## config.mk

```make
export PLATFORM = sky130hd
export DESIGN_NAME = switch_config_loader
export DESIGN_NICKNAME = d
export VERILOG_FILES = /design/src/rtl/switch_config_loader.sv
export SDC_FILE = /design/constraint.sdc
export NUM_CORES = 1
export LEC_CHECK = 0
export ABC_AREA = 0
export BUFFER_PORTS_ARGS = -buffer_cell sky130_fd_sc_hd__clkbuf_2
export CORE_MARGIN = 5
export CORE_UTILIZATION = 52
export DETAILED_ROUTE_END_ITERATION = 10
export PLACE_DENSITY = 0.85
export SETUP_SLACK_MARGIN = 0.4
export SYNTH_ARGS = -nofsm -noshare
export SYNTH_HDL_FRONTEND = slang
export SYNTH_SLANG_ARGS = --single-unit
export TNS_END_PERCENT = 100
```

## constraint.sdc

```tcl
create_clock -name clk -period 2.1 [get_ports clk]
set_clock_uncertainty 0.15 [all_clocks]
set_input_delay 0.315 -clock clk [delete_from_list [all_inputs] [get_ports clk]]
set_output_delay 0.315 -clock clk [all_outputs]
set_load 0.01 [all_outputs]
```

## src/rtl/switch_config_loader.sv

```systemverilog
// Serial loader for a switch-box configuration frame: shifts a frame into a shadow
// register, validates every word, then commits it to cfg_bus. Optional macro: PARITY_CHECK_EN.
module switch_config_loader #(
   parameter int W_TB   = 5,
   parameter int W_LR   = 4,
   parameter int WORD_W = 6
) (
   input  logic                                      clk,
   input  logic                                      rst_n,
   input  logic                                      cfg_start,
   input  logic                                      cfg_din,
   input  logic                                      cfg_valid,
   input  logic                                      cfg_clear,
   output logic [(2*W_TB+2*W_LR)*WORD_W-1:0]         cfg_bus,
   output logic                                      cfg_busy,
   output logic                                      cfg_done,
   output logic                                      cfg_err
);
   // state | meaning
   // IDLE  | waiting for cfg_start; cfg_clear zeroes the active config
   // LOAD  | shifting accepted frame bits into the shadow register
   // CHECK | one cycle: validate shadow, commit or reject on exit

   localparam int NWORDS = 2*W_TB + 2*W_LR;
   localparam int TOTAL  = NWORDS*WORD_W;
`ifdef PARITY_CHECK_EN
   localparam int FRAME  = TOTAL + 1;
`else
   localparam int FRAME  = TOTAL;
`endif
   localparam int CNT_W  = $clog2(FRAME + 1);

   typedef enum logic [1:0] {IDLE, LOAD, CHECK} state_t;

   state_t           state;
   logic [CNT_W-1:0] cnt;
   logic [FRAME-1:0] shadow;
   logic [TOTAL-1:0] frame_data;
   logic             frame_bad;
   logic             last_bit;

   // With parity enabled the trailing parity bit sits at shadow[0], below the data.
   assign frame_data = shadow[FRAME-1 -: TOTAL];
   assign last_bit   = cfg_valid && (cnt == CNT_W'(FRAME-1));

   always_comb begin
      frame_bad = 1'b0;
      for (int k = 0; k < NWORDS; k++) begin
         case (frame_data[k*WORD_W +: 3])
            3'd1, 3'd3: if (int'(frame_data[k*WORD_W+3 +: 3]) >= W_TB) frame_bad = 1'b1;
            3'd2, 3'd4: if (int'(frame_data[k*WORD_W+3 +: 3]) >= W_LR) frame_bad = 1'b1;
            3'd5, 3'd6, 3'd7: frame_bad = 1'b1;
            default: ;
         endcase
      end
`ifdef PARITY_CHECK_EN
      if (^shadow) frame_bad = 1'b1;
`endif
   end

   always_ff @(posedge clk or negedge rst_n) begin
      if (!rst_n) begin
         state    <= IDLE;
         cnt      <= '0;
         shadow   <= '0;
         cfg_bus  <= '0;
         cfg_busy <= 1'b0;
         cfg_done <= 1'b0;
         cfg_err  <= 1'b0;
      end else begin
         cfg_done <= 1'b0;
         cfg_err  <= 1'b0;
         case (state)
            IDLE: begin
               if (cfg_clear) begin
                  cfg_bus <= '0;
               end else if (cfg_start) begin
                  state    <= LOAD;
                  cnt      <= '0;
                  shadow   <= '0;
                  cfg_busy <= 1'b1;
               end
            end
            LOAD: begin
               // A restart discards everything gathered so far without any pulse.
               if (cfg_start) begin
                  cnt    <= '0;
                  shadow <= '0;
               end else if (cfg_valid) begin
                  shadow <= {shadow[FRAME-2:0], cfg_din};
                  cnt    <= cnt + 1'b1;
                  if (last_bit) state <= CHECK;
               end
            end
            CHECK: begin
               state    <= IDLE;
               cfg_busy <= 1'b0;
               if (frame_bad) begin
                  cfg_err <= 1'b1;
               end else begin
                  cfg_bus  <= frame_data;
                  cfg_done <= 1'b1;
               end
            end
            default: begin
               state    <= IDLE;
               cfg_busy <= 1'b0;
            end
         endcase
      end
   end
endmodule

```

## After elaboration in Yosys (flattened, before gate mapping)

Index checks and enable logic that the tools add are counted.

| word-level totals | value |
|---|---|
| latch bits | 0 |
| memories | 0 |
| RAM bits | 0 |
| register bits after elaboration | 228 |
| bits of input ports | 6 |
| bits in read-only memories | 0 |
| logic and storage cells | 324 |
| output and inout port bits | 111 |

| operators by class | value |
|---|---|
| equality and inequality tests | 137 |
| reductions and logical operators | 62 |
| shift operators | 0 |
| $mul | 0 |
| $lt $le $gt $ge | 36 |
| $add $sub $neg | 1 |
| bitwise logic cells | 1 |
| div/mod/pow operators | 0 |
| mux-type cells | 80 |

Operators by type and width:

| operator | count |
|---|---|
| 108-bit 2-to-1 mux | 6 |
| 108-bit one-hot mux with 2 select lines | 2 |
| 3-bit == test (second input constant) | 72 |
| 3-bit by 2-bit == test with 1-bit output (second input constant) | 36 |
| 3-bit greater-or-equal comparator (second input constant) | 36 |
| 2-bit OR reduction | 36 |
| 3-bit by 1-bit == test with 1-bit output (second input constant) | 18 |
| 1-bit one-hot mux with 3 select lines | 18 |
| 3-bit OR reduction | 18 |
| 1-bit 2-to-1 mux | 42 |
| 7-bit 2-to-1 mux | 4 |
| 2-bit inequality test (second input constant) | 7 |
| 7-bit one-hot mux with 2 select lines | 1 |
| 2-bit 2-to-1 mux | 5 |
| 7-bit by 1-bit adder with 7-bit output (second input constant) | 1 |
| 7-bit == test (second input constant) | 1 |
| 3-bit AND reduction | 2 |
| 5-bit AND reduction | 1 |
| 2-bit one-hot mux with 2 select lines | 1 |
| 4-bit AND reduction | 1 |
| 2-bit nonzero test | 2 |
| 3-bit inequality test (second input constant) | 1 |
| 2-bit by 1-bit == test with 1-bit output (second input constant) | 1 |
| 2-bit == test (second input constant) | 1 |
| other kinds (4) | 4 |

## Logic depth before layout (Yosys ltp)

| logic depth | value |
|---|---|
| word-level depth | 39 |
| gate-level depth with buffers | 9 |
| mapped depth without buffers | 6 |

## Least setup slack after synthesis

OpenSTA, ideal clock, no wires.

| timing path | value |
|---|---|
| path type | register to register |
| from | register shadow[56], in the netlist frame_data[56] |
| to | register cfg_bus[71] |
| clock period less this slack | 2271 ps |
| setup time | 79 ps |
| data required time | 1871 ps |
| stages on the path, launching flop included | 10 |
| setup slack | -171 ps |
| arrival | 2042 ps |
| path buffers | 3 |
| path through | dfrtp_1 -> a222oi_1 -> o21ai_0 -> nor4_1 -> nand4_1 -> nor4_1 -> buf_2 -> buf_6 -> buf_8 -> mux2i_1 |

| between the ends | value |
|---|---|
| word-level cells in the longest chain between the ends | 21 |
| elaborated cells on any way between the ends | 37 |
| classes of those cells | 8 x eq/ne; 25 x mux; 4 x reduce/logical |

Ends and longest elaborated chain:

| item | RTL line | source |
|---|---|---|
| from (decl) | 37 | `logic [FRAME-1:0] shadow;` |
| from (signal assigned) | 90 | `shadow <= {shadow[FRAME-2:0], cfg_din};` |
| 3-bit == test, or another cell as far along | 49 | `case (frame_data[k*WORD_W +: 3])` |
| 3-bit OR reduction or 2-bit OR reduction (tied branches) | 49 |  |
| 1-bit one-hot mux with 3 select lines * | 49 |  |
| 1-bit 2-to-1 mux (on tied branches) | 51, 50 |  |
| 1-bit one-hot mux with 3 select lines * | 49 |  |
| 1-bit 2-to-1 mux (on tied branches) | 51, 50 |  |
| 1-bit one-hot mux with 3 select lines * | 49 |  |
| 1-bit 2-to-1 mux (on tied branches) | 51, 50 |  |
| (+5 left out) | n/a |  |
| 1-bit 2-to-1 mux (on tied branches) | 51, 50 |  |
| 1-bit one-hot mux with 3 select lines * | 49 |  |
| 1-bit 2-to-1 mux (on tied branches) | 51, 50 |  |
| 1-bit one-hot mux with 3 select lines * | 49 |  |
| 1-bit 2-to-1 mux (on tied branches) | 51, 50 |  |
| 1-bit one-hot mux with 3 select lines * | 49 |  |
| 2-bit inequality test (no source line) * | n/a |  |
| 3-bit AND reduction (no source line) * | n/a |  |
| to (signal assigned) | 101 | `cfg_bus <= frame_data;` |
| to (decl) | 14 | `output logic [(2*W_TB+2*W_LR)*WORD_W-1:0] cfg_bus,` |

Mark *: on every way between the ends. The rest lies on a longest branch, timed or not.
A chain may end at the register's enable or synchronous reset.

## Worst setup path after layout

| timing path | value |
|---|---|
| from | register shadow[102], in the netlist frame_data[102] |
| to | register cfg_bus[8] |

| between the ends | value |
|---|---|
| word-level cells in the longest chain between the ends | 5 |
| elaborated cells on any way between the ends | 13 |
| classes of those cells | 8 x eq/ne; 1 x mux; 4 x reduce/logical |

Ends and longest elaborated chain:

| item | RTL line |
|---|---|
| 3-bit == test, or another cell as far along | 49 |
| 3-bit OR reduction or 2-bit OR reduction (tied branches) | 49 |
| 1-bit one-hot mux with 3 select lines * | 49 |
| 2-bit inequality test (no source line) * | n/a |
| 3-bit AND reduction (no source line) * | n/a |

Marked as above.

==> key figures <==
Outcome
  – Outcome: complete, but fails checks
  – Violated checks: setup timing

Yosys
  – Syn. warnings: 0
  – Asr flop ratio synth: 100%
  – Syn Std Cell Area: 9690 um2
  – Avg Inst Size Synth: 10.1 um2
  – Net Count, Synth: 965
  – Sequential area share after synthesis: 58.9%
  – EDFF count, synth: 0
  – Prevailing post-synth register cell: dfrtp_1
  – Syn Inst Count: 958
  – Flops & latches, synth: 228
  – Distinct cell type count after synthesis: 31

Worst setup path
  – Worst path cell trace: o21ai_0, o22ai_1, nor4_1, nand4_1, nor4_2, buf_4, buf_12, buf_16, mux2i_1
  – Reg-to-Reg End: cfg_bus[8]
  – CP Data Arrival Time: 3340 ps
  – Critical R2R Launch: frame_data[102]
  – Crit path kind: register to register
  – Setup crit end kind: register
  – Worst reg-to-reg setup slack: -960 ps
  – Crit path max fanout: 7
  – Worst EP required: 2370 ps
  – Worst Setup SP: frame_data[102]
  – Slowest cell on crit path: o21ai_0
  – CP max stage delay: 490 ps
  – Worst Reg2Reg Path Length in Cells: 9
  – Startpoint types: register

GRT
  – GRT overflow: 0
  – Overall routing resource usage: 25.6%
  – Vias in the first global route: 8431
  – Largest net degree at the start of global routing: 109
  – Initial antenna violation count: 0
  – First-pass GRT wire length: 45000 um

Timing
  – Unrepaired setup endpoints after global routing: true
  – Fin crit share: 146%
  – Max Slew Vio Count: 0
  – FMAX: 326 MHz
  – Worst slew pin tran: 559 ps
  – Relative slew slack: 62.4%
  – Setup violators final: 115
  – Minimum clock period: 3060 ps
  – Final setup margin: -964 ps
  – Hold Violations, Final: 0

Layout
  – Final nets: 1217
  – Layout cell share with drive strength beyond 1: 36.4%
  – Finished Core Util: 75.9%
  – Most common cell after layout, fill and taps aside: dfrtp_1
  – Area Overhead vs Synth: 45.0%
  – ANT cells: 0
  – Commonest cells after routing, fill and taps aside: 226 x dfrtp_1, 115 x clkbuf_2, 111 x nand2_1

Floorplan
  – DIE WIDTH: 147 um
  – Site Rows: 50
  – Die area: 21500 um2
  – Core ar.: 18500 um2
  – IO Count: 117
  – Initial Util: 52.3%
  – Die Span Y: 147 um

Power
  – Worst vdd ir: 0.000500 V
  – Clock power frac: 46.0%
  – Pleak: 6.20 nW
  – Power per cell area: 747 nW/um2
  – Power, Total: 10.5 mW
  – Register share of total power: 42.3%
  – Sw power: 2.71 mW
  – Cell Int Power: 7.79 mW
  – Combinational share of power: 11.7%
  – Sw frac: 25.8%

Job
  – Max_cap viols: 0

Clocking
  – Clk slew on worst S/H paths: 80 ps
  – Root buffer cell: clkbuf_16
  – CTS H-tree lvls: 1
  – TritonCTS clock tree: done
  – CTS Sinks: 228
  – Clk buf depth: 3
  – Skew-Pair Late Insertion Delay: 530 ps
  – CTS buffer count: 24

Drt
  – DRC errors left: 0
  – Pre-antenna DRT Iters: 6
  – Drt via density: 6.44
  – Post-route ant nets: 0
  – Initial DRC count: 1500
  – Routed WL: 37100 um
  – Vias: 9411
  – Routed len/inst: 25.4 um

Placement
  – Setup WS pre-CTS: -505 ps
  – Detailed Place HPWL: 16100 um
  – Routability Congestion: 0.851
  – Count of input and output buffers: 116

Min path
  – Min-delay src: cfg_valid
  – Hold Crit Class: input pin to register
  – Worst hold endpoint: state[1]
  – Hold path depth: 4
-- power groups by stage --
stage               Clock, mW  Sequential [mW]  Combinational (mW)
CTS                      4.74             4.44               0.629
finish                   4.82             4.44                1.23
detailed placement          0             4.52               0.564
global route             5.01             4.44                1.25
global placement            0             4.52               0.552
floorplan                   0             4.52               0.296
-- worst max path at each step --
| stage | endpoint | slack [ps] | cells past startpoint |
|---|---|---|---|
| 3_3_place_gp | cfg_bus[65] | -450 | 8 |
| 4_1_cts | cfg_bus[11] | -420 | 8 |
| 2_1_floorplan | cfg_bus[71] | -90 | 9 |
| 6_report | cfg_bus[8] | -960 | 9 |
| 3_5_place_dp | cfg_bus[68] | -500 | 8 |
| 5_1_grt | cfg_bus[8] | -1070 | 10 |
-- stage by stage --
step | hold slack, ps | cell area, um2 | std cells | setup TNS [ps]
global placement | 102 | 11300 | 1354 | -47210
global route | 24.4 | 14000 | 1462 | -103820
detailed placement | 100 | 11300 | 1354 | -49270
CTS | 5.52 | 12600 | 1419 | -38730
floorplan | -131 | 9710 | 958 | -1250
finish | 15.4 | 14000 | 1462 | -91730
-- metal layers --
metal	vias up	track usage [%]	wire, um
met3	274	5.90	4460
met2	855	40.7	17000
met1	4526	34.7	13000
li1	3756	-	-
met5	-	0	0
met4	0	9.55	2580
-- synth_stat cells (2+ instances only) --
cell / instances / share of area [%]
a31oi_1: 11 / 0.71
o22ai_1: 6 / 0.39
nand2_1: 113 / 4.4
inv_1: 110 / 4.3
o31ai_1: 2 / 0.15
buf_1: 3 / 0.12
buf_4: 9 / 0.70
nand4_1: 5 / 0.32
a21oi_1: 2 / 0.10
nand3_1: 113 / 5.8
nor3b_1: 11 / 0.85
nor4_1: 3 / 0.19
nor2_1: 9 / 0.35
a22oi_1: 3 / 0.23
nor3_1: 9 / 0.46
and3_1: 2 / 0.13
dfrtp_1: 228 / 59
nand2b_1: 3 / 0.19
clkbuf_1: 46 / 1.8
or3_1: 2 / 0.13
o21ai_0: 151 / 7.8
mux2i_1: 108 / 11
-- cell families after synthesis --
| logic type | synth area share, % |
|---|---|
| DFF | 58.9 |
| and+or+nand+nor | 13.1 |
| adders and majority gates | 0.129 |
| AOI/OAI and AO/OA | 9.57 |
| muxes | 11.2 |
| buffers and inverters | 7.18 |
-- critical path, delay by kind of cell, from the launching register on --
family          cells  cell delay, ps
simple gates        3             800
buf+inv             3             580
compound gates      2             680
flops               1             450
mux                 1             270
-- registers in the layout, indices dropped and copies added (netlist names) --
register    count
cnt             7
cfg_bus       108
frame_data    108
cfg_done        1
cfg_busy        1
state           2
cfg_err         1
-- cell type report --
class                      count  area (um2)
sequential                   228        5710
fill                         984        4470
multi-input combinational    559        4020
timing repair buffer         287        2740
clock buffer                  30         674
inverter                     110         413
tap                          234         293
clock inverter                14         206
-- timing repair --
item                                   4_1_cts  5_1_grt
setup endpoints to repair                  223      196
hold buffers                                 3        0
endpoints found under the hold margin       98        0
pin swaps                                    2       29
cloned                                       9       21
setup buffers                                9       22
gates resized for setup                     18      254
No activity file was read; power rests on OpenSTA's default activity.
